$ cat config.mk
export PLATFORM = sky130hd
export DESIGN_NAME = ecc_hamming_secded_decoder
export DESIGN_NICKNAME = d
export VERILOG_FILES = /design/src/rtl/ecc_pkg.sv /design/src/rtl/ecc_hamming_syndrome.sv /design/src/rtl/ecc_hamming_secded_decoder.sv
export SDC_FILE = /design/constraint.sdc
export NUM_CORES = 1
export LEC_CHECK = 0
export BUFFER_PORTS_ARGS = -buffer_cell sky130_fd_sc_hd__buf_2
export CORE_UTILIZATION = 55
export DETAILED_ROUTE_END_ITERATION = 12
export PLACE_DENSITY = 0.86
export SETUP_SLACK_MARGIN = 0.02
export SLEW_MARGIN = 20
export SYNTH_ARGS = -nofsm -noshare
export SYNTH_HDL_FRONTEND = slang
export SYNTH_SLANG_ARGS = --single-unit
$ cat constraint.sdc
create_clock -name clk -period 3.25 [get_ports clk]
set_clock_uncertainty 0.15 [all_clocks]
set_input_delay 0.4875 -clock clk [delete_from_list [all_inputs] [get_ports clk]]
set_output_delay 0.4875 -clock clk [all_outputs]
set_load 0.1 [all_outputs]
$ cat src/rtl/ecc_pkg.sv
// Shared definitions for the SECDED Hamming codec: error labels, codeword
// layout helpers and the parameter legality check.
package ecc_pkg;

  typedef logic [2:0] label_t;

  localparam label_t LBL_NONE      = 3'b000;
  localparam label_t LBL_DATA_CORR = 3'b001;
  localparam label_t LBL_CHK_ERR   = 3'b010;
  localparam label_t LBL_OVR_ERR   = 3'b011;
  localparam label_t LBL_UNCORR    = 3'b100;

  localparam int MAX_DATA_WIDTH = 256;

  // Codeword position of data bit idx: the idx-th non-power-of-two position >= 3.
  function automatic int data_pos(input int idx);
    int cnt;
    int pos;
    cnt = 0;
    pos = 0;
    for (int p = 3; p < 1024; p++) begin
      if (pos == 0 && (p & (p - 1)) != 0) begin
        if (cnt == idx) pos = p;
        cnt++;
      end
    end
    return pos;
  endfunction

  // Data bits covered by check bit bit_idx.
  function automatic logic [MAX_DATA_WIDTH-1:0] check_mask(input int bit_idx, input int dw);
    logic [MAX_DATA_WIDTH-1:0] m;
    m = '0;
    for (int j = 0; j < dw; j++) begin
      if (((data_pos(j) >> bit_idx) & 1) != 0) m[j] = 1'b1;
    end
    return m;
  endfunction

  function automatic bit params_legal(input int dw, input int pl);
    return (dw >= 1) && (dw <= MAX_DATA_WIDTH) && (pl >= 2) && (pl <= 10) &&
           ((1 << pl) >= dw + pl + 1);
  endfunction

endpackage

$ cat src/rtl/ecc_hamming_syndrome.sv
// Combinational Hamming syndrome and overall-parity mismatch generator,
// shared between the SECDED encoder and decoder.
module ecc_hamming_syndrome
  import ecc_pkg::*;
#(
  parameter int DATA_WIDTH    = 32,
  parameter int PARITY_LENGTH = 6
) (
  input  logic [DATA_WIDTH-1:0]    d_in,
  input  logic [PARITY_LENGTH-1:0] parity_in,
  input  logic                     odd_even_parity,
  output logic [PARITY_LENGTH-1:0] syndrome,
  output logic                     mismatch
);

  logic [PARITY_LENGTH-1:0] recomputed;

  genvar gi;
  for (gi = 0; gi < PARITY_LENGTH; gi++) begin : g_check
    localparam logic [MAX_DATA_WIDTH-1:0] MASK = check_mask(gi, DATA_WIDTH);
    assign recomputed[gi] = ^(d_in & MASK[DATA_WIDTH-1:0]);
  end

  assign syndrome = recomputed ^ parity_in;
  // Stored codeword has even overall parity, so any odd count flags a mismatch.
  assign mismatch = (^d_in) ^ (^parity_in) ^ odd_even_parity;

endmodule

$ cat src/rtl/ecc_hamming_secded_decoder.sv
// Registered SECDED Hamming decoder: one word per cycle, one cycle latency,
// corrects single-bit data errors and classifies all other error cases.
module ecc_hamming_secded_decoder
  import ecc_pkg::*;
#(
  parameter int DATA_WIDTH    = 32,
  parameter int PARITY_LENGTH = 6
) (
  input  logic                     clk,
  input  logic                     rst_n,
  input  logic [DATA_WIDTH-1:0]    d_in,
  input  logic [PARITY_LENGTH-1:0] parity_in,
  input  logic                     odd_even_parity,
  output logic [DATA_WIDTH-1:0]    d_out_correct,
  output logic [2:0]               label_out,
  output logic                     odd_even_imm,
  output logic [PARITY_LENGTH-1:0] parity_imm
);

  localparam int CW_LEN = DATA_WIDTH + PARITY_LENGTH;

  if (!params_legal(DATA_WIDTH, PARITY_LENGTH)) begin : g_param_check
    $error("ecc_hamming_secded_decoder: illegal DATA_WIDTH/PARITY_LENGTH");
  end

  logic [PARITY_LENGTH-1:0] syndrome;
  logic                     mismatch;
  logic [DATA_WIDTH-1:0]    flip_hit;
  logic [DATA_WIDTH-1:0]    data_next;
  label_t                   label_next;
  logic                     syn_zero;
  logic                     syn_pow2;
  logic                     syn_in_range;

  ecc_hamming_syndrome #(
    .DATA_WIDTH   (DATA_WIDTH),
    .PARITY_LENGTH(PARITY_LENGTH)
  ) u_syndrome (
    .d_in           (d_in),
    .parity_in      (parity_in),
    .odd_even_parity(odd_even_parity),
    .syndrome       (syndrome),
    .mismatch       (mismatch)
  );

  genvar gi;
  for (gi = 0; gi < DATA_WIDTH; gi++) begin : g_flip
    localparam int POS = data_pos(gi);
    assign flip_hit[gi] = (syndrome == PARITY_LENGTH'(POS));
  end

  assign syn_zero     = (syndrome == '0);
  assign syn_pow2     = ((syndrome & (syndrome - PARITY_LENGTH'(1))) == '0);
  assign syn_in_range = (int'(syndrome) <= CW_LEN);

  always_comb begin
    label_next = LBL_NONE;
    data_next  = d_in;
    if (syn_zero) begin
      label_next = mismatch ? LBL_OVR_ERR : LBL_NONE;
    end else if (!mismatch || !syn_in_range) begin
      label_next = LBL_UNCORR;
    end else if (syn_pow2) begin
      label_next = LBL_CHK_ERR;
    end else begin
      // Nonzero, in range, not a power of two: exactly one flip_hit bit is set.
      label_next = LBL_DATA_CORR;
      data_next  = d_in ^ flip_hit;
    end
  end

  always_ff @(posedge clk or posedge rst_n) begin
    if (rst_n) begin
      d_out_correct <= '0;
      label_out     <= '0;
      odd_even_imm  <= 1'b0;
      parity_imm    <= '0;
    end else begin
      d_out_correct <= data_next;
      label_out     <= label_next;
      odd_even_imm  <= mismatch;
      parity_imm    <= syndrome;
    end
  end

endmodule

==> results of run 1 <==
==> cell families (layout without fill, tap and decap cells) <==
group,after synthesis,after routing,share of synthesized area [%]
AND/OR/NAND/NOR,55,55,10.9
flip-flops,42,42,41.2
AO/OA/AOI/OAI,15,15,4.22
buffers and inverters,9,107,1.37
XOR/XNOR,95,95,41.1
multiplexers,2,2,0.786
adder cells (fa/ha/maj),1,1,0.393
==> tightest hold or removal path, cell delays in order <==
cell   delay, ps
buf_2         90
inv_1         40
buf_4        430
==> layout by cell type (no fill, tap or decap), types with 5 or more instances in the layout <==
master	n
nand4_1	5
buf_2	82
xnor2_1	71
clkbuf_8	5
buf_4	13
dfrtp_1	42
nand3_1	12
xor2_1	7
xnor3_1	14
nand2_1	21
==> metrics by stage <==
step,instances,hold WS (ps),power (uW),setup slack (ps),instance area (sq um)
finish,369,158,3420,407,3210
CTS,369,177,3410,422,3210
detailed placement,361,496,2990,112,3100
global placement,361,485,2970,149,3100
global route,369,225,3580,272,3210
floorplan,219,429,2410,370,2550
==> state kept, by name, summed over array words and instances (netlist names) <==
register / count
odd_even_imm: 1
label_out: 3
d_out_correct: 32
parity_imm: 6
==> how the worst min path moves through the flow <==
stage	startpoint	to	slack [ps]	cells past startpoint
5_1_grt	rst_n	d_out_correct[17]$_DFF_PP0_	230	3
2_1_floorplan	d_in[10]	d_out_correct[10]$_DFF_PP0_	430	1
6_report	rst_n	d_out_correct[23]$_DFF_PP0_	160	3
3_3_place_gp	rst_n	d_out_correct[22]$_DFF_PP0_	490	3
4_1_cts	rst_n	d_out_correct[14]$_DFF_PP0_	180	3
3_5_place_dp	rst_n	d_out_correct[23]$_DFF_PP0_	500	3
==> final cells by class <==
type                    instances  area (sq um)
clock buffers                   6          72.6
multi-input cells             168          1460
inverters                       4          15.0
fillers                       324          1200
clock inverters                 2          37.5
flip-flops and latches         42          1050
well taps                      52          65.1
repair buffers                 95           508
==> report_power, final <==
part           leakage [uW]  switching [uW]  internal (uW)
Clock             0.0000514             180            229
Combinational      0.000945            1680            664
Sequential         0.000492            22.0            639
Total               0.00149            1890           1530
==> routing by layer <==
metal,up-vias,track usage (%)
li1,913,-
met1,923,35.1
met2,100,42.9
met3,16,4.76
met4,0,9.33
met5,-,0
==> synthesized netlist by cell type, types with 3 or more instances <==
library cell	count
xnor2_1	71
xor2_1	7
nor2_1	3
nand2_1	21
nand4_1	5
xnor3_1	14
o21ai_0	3
clkbuf_1	4
dfrtp_1	42
nand3b_1	3
nand3_1	12
inv_1	4
a21oi_2	3
a21oi_1	4
==> run summary, run 1 <==
Crit path launch: d_in[4]
Cell Pwr Density: 1060 nW/um^2
Largest net degree at the start of global routing: 43
Die footprint: 4910 sq um
Fin util: 72.8%
WP data arrival: 2880 ps
CTS tree: built
Total clock sinks: 42
GRT Total Usage: 26.2%
Worst-case vdd ir drop: 0.757 mV
Worst slew pin tran: 840 ps
Hold crit path type: in -> async
Syn_nets: 260
DRC viols: 0
Clk root buf: clkbuf_8
TritonCTS Buffers: 5
Vias: 1952
DR top layer: met4
Met2 wire len: 2.87 mm
Ys Warns: 0
Antenna diode count: 0
Syn Area/Cell: 11.6 sq um
DRT Wirelength: 5.88 mm
Seq/Total Area, Yosys: 41.2%
Max-cap violation count: 0
Netlist cell types: 32
Die width: 70.1 um
Synth Register Bits: 42
Largest stage delay, worst path: 470 ps
Post-Syn Area: 2550 sq um
IO Pins: 83
Row count: 24
Clock Path Buffers: 2
Number of antenna-violating nets in the routed design: 0
Grt ovf: 0
Setup_tns: 0 ps
First-pass GRT wire length: 9.58 mm
Final period demand of the worst path: 2840 ps
Met3 wire len: 412 um
CP Data Required Time: 3290 ps
Initial antenna violation count: 0
Worst slew margin: 43.6%
Vias/cell: 5.29
Final Hold Viols: 0
Synth top area share: 41.2%
Hpwl dp: 4.57 mm
Clk slew on worst S/H paths: 80 ps
Postcts setup bufs: 0
Top_reg_cell synth: dfrtp_1
Met1 Wirelength: 2.47 mm
# hold bufs at CTS: 0
Layout net count: 357
Share of cells above drive strength 1: 35.0%
Port bufs: 82
Die Ht: 70.1 um
Worst setup SP type: input port
Status: complete, no violations
FFs w/ async S/R, synth: 100%
Gate count after technology mapping: 219
Critical path class: in -> reg
CP Max Fanout: 4
EDFF count, synth: 0
WP buf/inv: 1
Drt pass-1 iters: 4
Final GP Congestion: 0.858
P&R area growth vs syn: 26.0%
Drt wl/cell: 15.9 um
Vias in the first global route: 1889
CP Depth: 9
Crit-path cells: buf_2, xnor3_1, xnor2_2, xnor3_1, xnor2_2, or3b_1, a21oi_1, nand2_1, xnor2_1
Initial DRC Count: 173
# setup viols final: 0
Initial core utilization: 57.7%
CP max stage cell: xnor3_1
Leakage: 0.00149 uW
Core area: 4410 sq um
RSZ-0062 raised after global routing: no
Worst path top cell family by delay: XOR/XNOR gates
Synth area leaders: dfrtp_1, xnor2_1, xnor3_1
Post-CTS sizing: 0
H-Tree Depth: 2
FMAX: 352 MHz
Final period util: 87.5%
Crit. End Element: flip-flop
Critical Path Sink: d_out_correct[9]$_DFF_PP0_
Largest area contributor in the netlist: dfrtp_1
Max-slew violation count: 0
Note: power is estimated with default switching activity, not from simulation.
==> run 2: changes to the inputs <==
- CORE_MARGIN: default -> 2
==> run summary, run 2 (synthesis results as in run 1) <==
CP Data Required Time: 3290 ps (about the same)
Hold crit path type: in -> async
Biggest regs: d_out_correct (32), parity_imm (6), label_out (3)
Postcts setup bufs: 0 (unchanged)
Grt ovf: 0 (unchanged)
Antenna diode count: 0 (unchanged)
Leakage: 0.00152 uW (+2.1%)
TritonCTS Buffers: 5 (unchanged)
# setup viols final: 0 (unchanged)
Worst slew margin: 42.4% (-1.2 points)
DRC viols: 0 (unchanged)
Worst setup SP type: input port
CP max stage cell: xnor3_1
Commonest cells after routing, fill and taps aside: buf_2, xnor2_1, dfrtp_1
IO Pins: 83 (unchanged)
P&R area growth vs syn: 28.0%
Worst-case vdd ir drop: 0.820 mV (+8.3%)
CP Max Fanout: 4 (unchanged)
Row count: 24 (unchanged)
Worst slew pin tran: 858 ps (+18.5 ps)
Max FFs per register: 32 (unchanged)
Hold_ws: 182 ps (+23.6 ps)
Initial antenna violation count: 0 (unchanged)
Number of antenna-violating nets in the routed design: 0 (unchanged)
GRT Total Usage: 26.1% (-0.13 points)
Clock Path Buffers: 2 (unchanged)
Vias/cell: 5.26 (-0.50%)
WP data arrival: 2960 ps (+80 ps)
Max-cap violation count: 0 (unchanged)
Crit. End Element: flip-flop
Worst path top cell family by delay: XOR/XNOR gates
DRT Wirelength: 6.17 mm (+4.8%)
Setup_tns: 0 ps (unchanged)
Final GP Congestion: 0.866 (+0.99%)
Die Ht: 72.1 um (+2.9%)
Drt wl/cell: 16.6 um (+4.0%)
RSZ-0062 raised after global routing: no
Max-slew violation count: 0 (unchanged)
Clk slew on worst S/H paths: 80 ps (about the same)
Die width: 72.1 um (+2.9%)
Largest stage delay, worst path: 460 ps (about the same)
Share of cells above drive strength 1: 35.9% (+0.92 points)
Total clock sinks: 42 (unchanged)
Core area: 4410 sq um (unchanged)
Final period util: 89.9% (+2.4 points)
First-pass GRT wire length: 10.0 mm (+4.4%)
CTS tree: built
Die footprint: 5190 sq um (+5.8%)
Dpl cells: 364 (+0.83%)
Largest net degree at the start of global routing: 43 (unchanged)
# hold bufs at CTS: 0 (unchanged)
Drt pass-1 iters: 4 (unchanged)
H-Tree Depth: 2 (unchanged)
Vias: 1958 (+0.31%)
Final period demand of the worst path: 2920 ps (+77.9 ps)
Final Hold Viols: 0 (unchanged)
Crit-path cells: buf_2, xnor3_1, xnor2_2, xnor3_1, xnor2_2, or3b_1, a21oi_1, nand2_1, xnor2_1
Initial core utilization: 57.7% (unchanged)
Hpwl dp: 4.82 mm (+5.6%)
Clk root buf: clkbuf_8
Initial DRC Count: 130 (-25%)
Top reg by flops: d_out_correct
Post-CTS sizing: 0 (unchanged)
Cell Pwr Density: 1090 nW/um^2 (+2.1%)
Layout net count: 360 (+0.84%)
Status: complete, no violations
Most common cell after layout, fill and taps aside: buf_2
FMAX: 342 MHz (-2.7%)
WP buf/inv: 1 (unchanged)
Critical path class: in -> reg
Port bufs: 82 (unchanged)
Post-route insts no fill: 372 (+0.81%)
Vias in the first global route: 2044 (+8.2%)
[run 2: changes by cell type in the layout (fill, tap and decap cells not counted), sizes merged]
cell      before  now
clkinvlp       1    0
buf           95   98
clkbuf         6    5
clkinv         0    1
bufinv         1    2
[run 2: metal layers]
layer | GRT usage (%) | share of wire (%) | vias to the layer above
met5 | 0 | 0 | -
met4 | 8.60 | 1.6 | 0
met3 | 4.72 | 6.1 | 7
met2 | 46.0 | 53 | 81
met1 | 32.4 | 40 | 950
li1 | - | - | 920
[run 2: report_power, final]
| group | switching [uW] | internal, uW |
|---|---|---|
| combinational | 1690 | 695 |
| clock | 181 | 308 |
| sequential | 25.2 | 639 |
| total | 1900 | 1640 |
[run 2: cell type report]
cell class                 instances  area, sq um
multi-input combinational        168         1460
fill                             349         1150
sequential                        42         1050
timing repair buffer              98          531
clock buffer                       5         68.8
clock inverter                     3         68.8
tap                               52         65.1
inverter                           4         15.0
[run 2: per-stage QoR]
step           power [uW]  utilization, %  worst slack, ps  cell area [sq um]
6_report             3540            73.9              329               3260
2_1_floorplan        2410               -              370               2550
3_5_place_dp         3040            70.8             11.0               3120
4_1_cts              3550            73.9              332               3260
5_1_grt              3700            73.9              194               3260
3_3_place_gp         3010            70.8             87.8               3120
[run 2: how the worst max path moves through the flow]
stage,from,endpoint,cells past startpoint
2_1_floorplan,d_in[4],d_out_correct[11]$_DFF_PP0_,8
3_3_place_gp,d_in[4],d_out_correct[9]$_DFF_PP0_,9
3_5_place_dp,d_in[4],d_out_correct[9]$_DFF_PP0_,9
4_1_cts,d_in[4],d_out_correct[9]$_DFF_PP0_,9
5_1_grt,d_in[4],d_out_correct[9]$_DFF_PP0_,9
6_report,d_in[4],d_out_correct[9]$_DFF_PP0_,9
[run 2: tightest hold or removal path, delay by kind of cell]
family                 cells  cell delay, ps
buffers and inverters      3             590
==> run 3: changes to the inputs <==
- clock period: 3.25 -> 3.5 ns (I/O delays scaled with it)
==> run summary, run 3 (synthesis results as in run 1) <==
Status: complete, no violations
Drt wl/cell: 16.6 um (+0.34%)
TritonCTS Buffers: 5 (unchanged)
Antenna diode count: 0 (unchanged)
First-pass GRT wire length: 9.60 mm (-4.0%)
Worst setup SP type: input port
Max-cap violation count: 0 (unchanged)
DRC viols: 0 (unchanged)
Row count: 24 (unchanged)
Vias/cell: 5.33 (+1.3%)
CP max stage cell: xor2_1
Worst slew pin tran: 987 ps (+129 ps)
Max-slew violation count: 0 (unchanged)
Share of cells above drive strength 1: 34.3% (-1.6 points)
IO Pins: 83 (unchanged)
Drt pass-1 iters: 4 (unchanged)
Hold crit path type: in -> async
Final period demand of the worst path: 2990 ps
Post-CTS sizing: 0 (unchanged)
Fin util: 71.9% (-2.0 points)
Port bufs: 82 (unchanged)
GRT Total Usage: 25.0% (-1.1 points)
H-Tree Depth: 2 (unchanged)
Setup_tns: 0 ps (unchanged)
Biggest regs: d_out_correct (32), parity_imm (6), label_out (3)
Max FFs per register: 32 (unchanged)
Die width: 72.1 um (unchanged)
Grt ovf: 0 (unchanged)
Commonest cells after routing, fill and taps aside: buf_2, xnor2_1, dfrtp_1
Clk root buf: clkbuf_8
Final period util: 85.4%
# setup viols final: 0 (unchanged)
WP data arrival: 3040 ps (+80 ps)
Hpwl dp: 4.77 mm (-0.92%)
WP buf/inv: 1 (unchanged)
Initial DRC Count: 123 (-5.4%)
P&R area growth vs syn: 24.5%
Worst slew margin: 33.7% (-8.7 points)
CTS tree: built
Clock Path Buffers: 2 (unchanged)
CP Data Required Time: 3550 ps (+260 ps)
Critical path's most frequent cell: xnor2_1
Core area: 4410 sq um (unchanged)
Leakage: 0.00146 uW (-3.8%)
CP Depth: 9 (unchanged)
Total power: 3130 uW (-12%)
Die footprint: 5190 sq um (unchanged)
Initial core utilization: 57.7% (unchanged)
# hold bufs at CTS: 0 (unchanged)
Postcts setup bufs: 0 (unchanged)
Die Ht: 72.1 um (unchanged)
Cell Pwr Density: 985 nW/um^2 (-9.3%)
RSZ-0062 raised after global routing: no
Final Hold Viols: 0 (unchanged)
Total clock sinks: 42 (unchanged)
Initial antenna violation count: 0 (unchanged)
Most common cell after layout, fill and taps aside: buf_2
Clk slew on worst S/H paths: 80 ps (about the same)
Number of antenna-violating nets in the routed design: 0 (unchanged)
FMAX: 334 MHz
Crit-path cells: buf_2, xnor2_1, xnor3_1, xor2_1, and3_1, o21ai_0, a21oi_1, nand2_1, xnor2_1
Layout net count: 352 (-2.2%)
Final GP Congestion: 0.931 (+7.5%)
DRT Wirelength: 6.06 mm (-1.8%)
Worst-case vdd ir drop: 0.712 mV (-13%)
Largest net degree at the start of global routing: 26 (-40%)
CP Max Fanout: 6 (+2)
Vias in the first global route: 1946 (-4.8%)
Critical path class: in -> reg
Crit. End Element: flip-flop
Top reg by flops: d_out_correct
Largest stage delay, worst path: 480 ps (+20 ps)
Worst path top cell family by delay: XOR/XNOR gates
Vias: 1940 (-0.92%)
[run 3: changes by cell type in the layout (fill, tap and decap cells not counted), sizes merged]
cell and change:
buf -8, clkinvlp +1, clkbuf +1, bufinv -1
clkinv -1
[run 3: power breakdown]
group	internal, uW	switching [uW]	total, uW
Clock	213	174	387
Sequential	593	21.4	615
Combinational	551	1570	2120
Total	1360	1770	3130
[run 3: final cells by class]
class | instances | area (sq um)
well taps | 52 | 65.1
multi-input cells | 168 | 1460
fillers | 334 | 1240
repair buffers | 90 | 470
clock inverters | 2 | 37.5
flip-flops and latches | 42 | 1050
clock buffers | 6 | 72.6
inverters | 4 | 15.0
[run 3: final timing paths]
kind	startpoint	end	slack [ps]
min in group clk	d_in[2]	d_out_correct[2]$_DFF_PP0_	280
worst max-delay path	d_in[9]	d_out_correct[7]$_DFF_PP0_	510
worst min-delay path	rst_n	d_out_correct[14]$_DFF_PP0_	110
max in group asynchronous	rst_n	d_out_correct[1]$_DFF_PP0_	2460
[run 3: through the flow]
step | cell area [sq um] | setup slack [ps] | hold slack (ps) | std cells
floorplan | 2550 | 582 | 467 | 219
global placement | 3060 | 304 | 593 | 356
detailed placement | 3060 | 217 | 603 | 356
CTS | 3170 | 519 | 287 | 364
global route | 3170 | 348 | 172 | 364
finish | 3170 | 510 | 108 | 364
[run 3: routing by layer]
metal | share of wire [%] | GRT usage [%] | up-vias | wire, um
li1 | - | - | 902 | -
met1 | 40 | 32.0 | 948 | 2430
met2 | 52 | 41.6 | 81 | 3120
met3 | 6.4 | 5.69 | 9 | 389
met4 | 1.8 | 9.01 | 0 | 110
met5 | 0 | 0 | - | 0
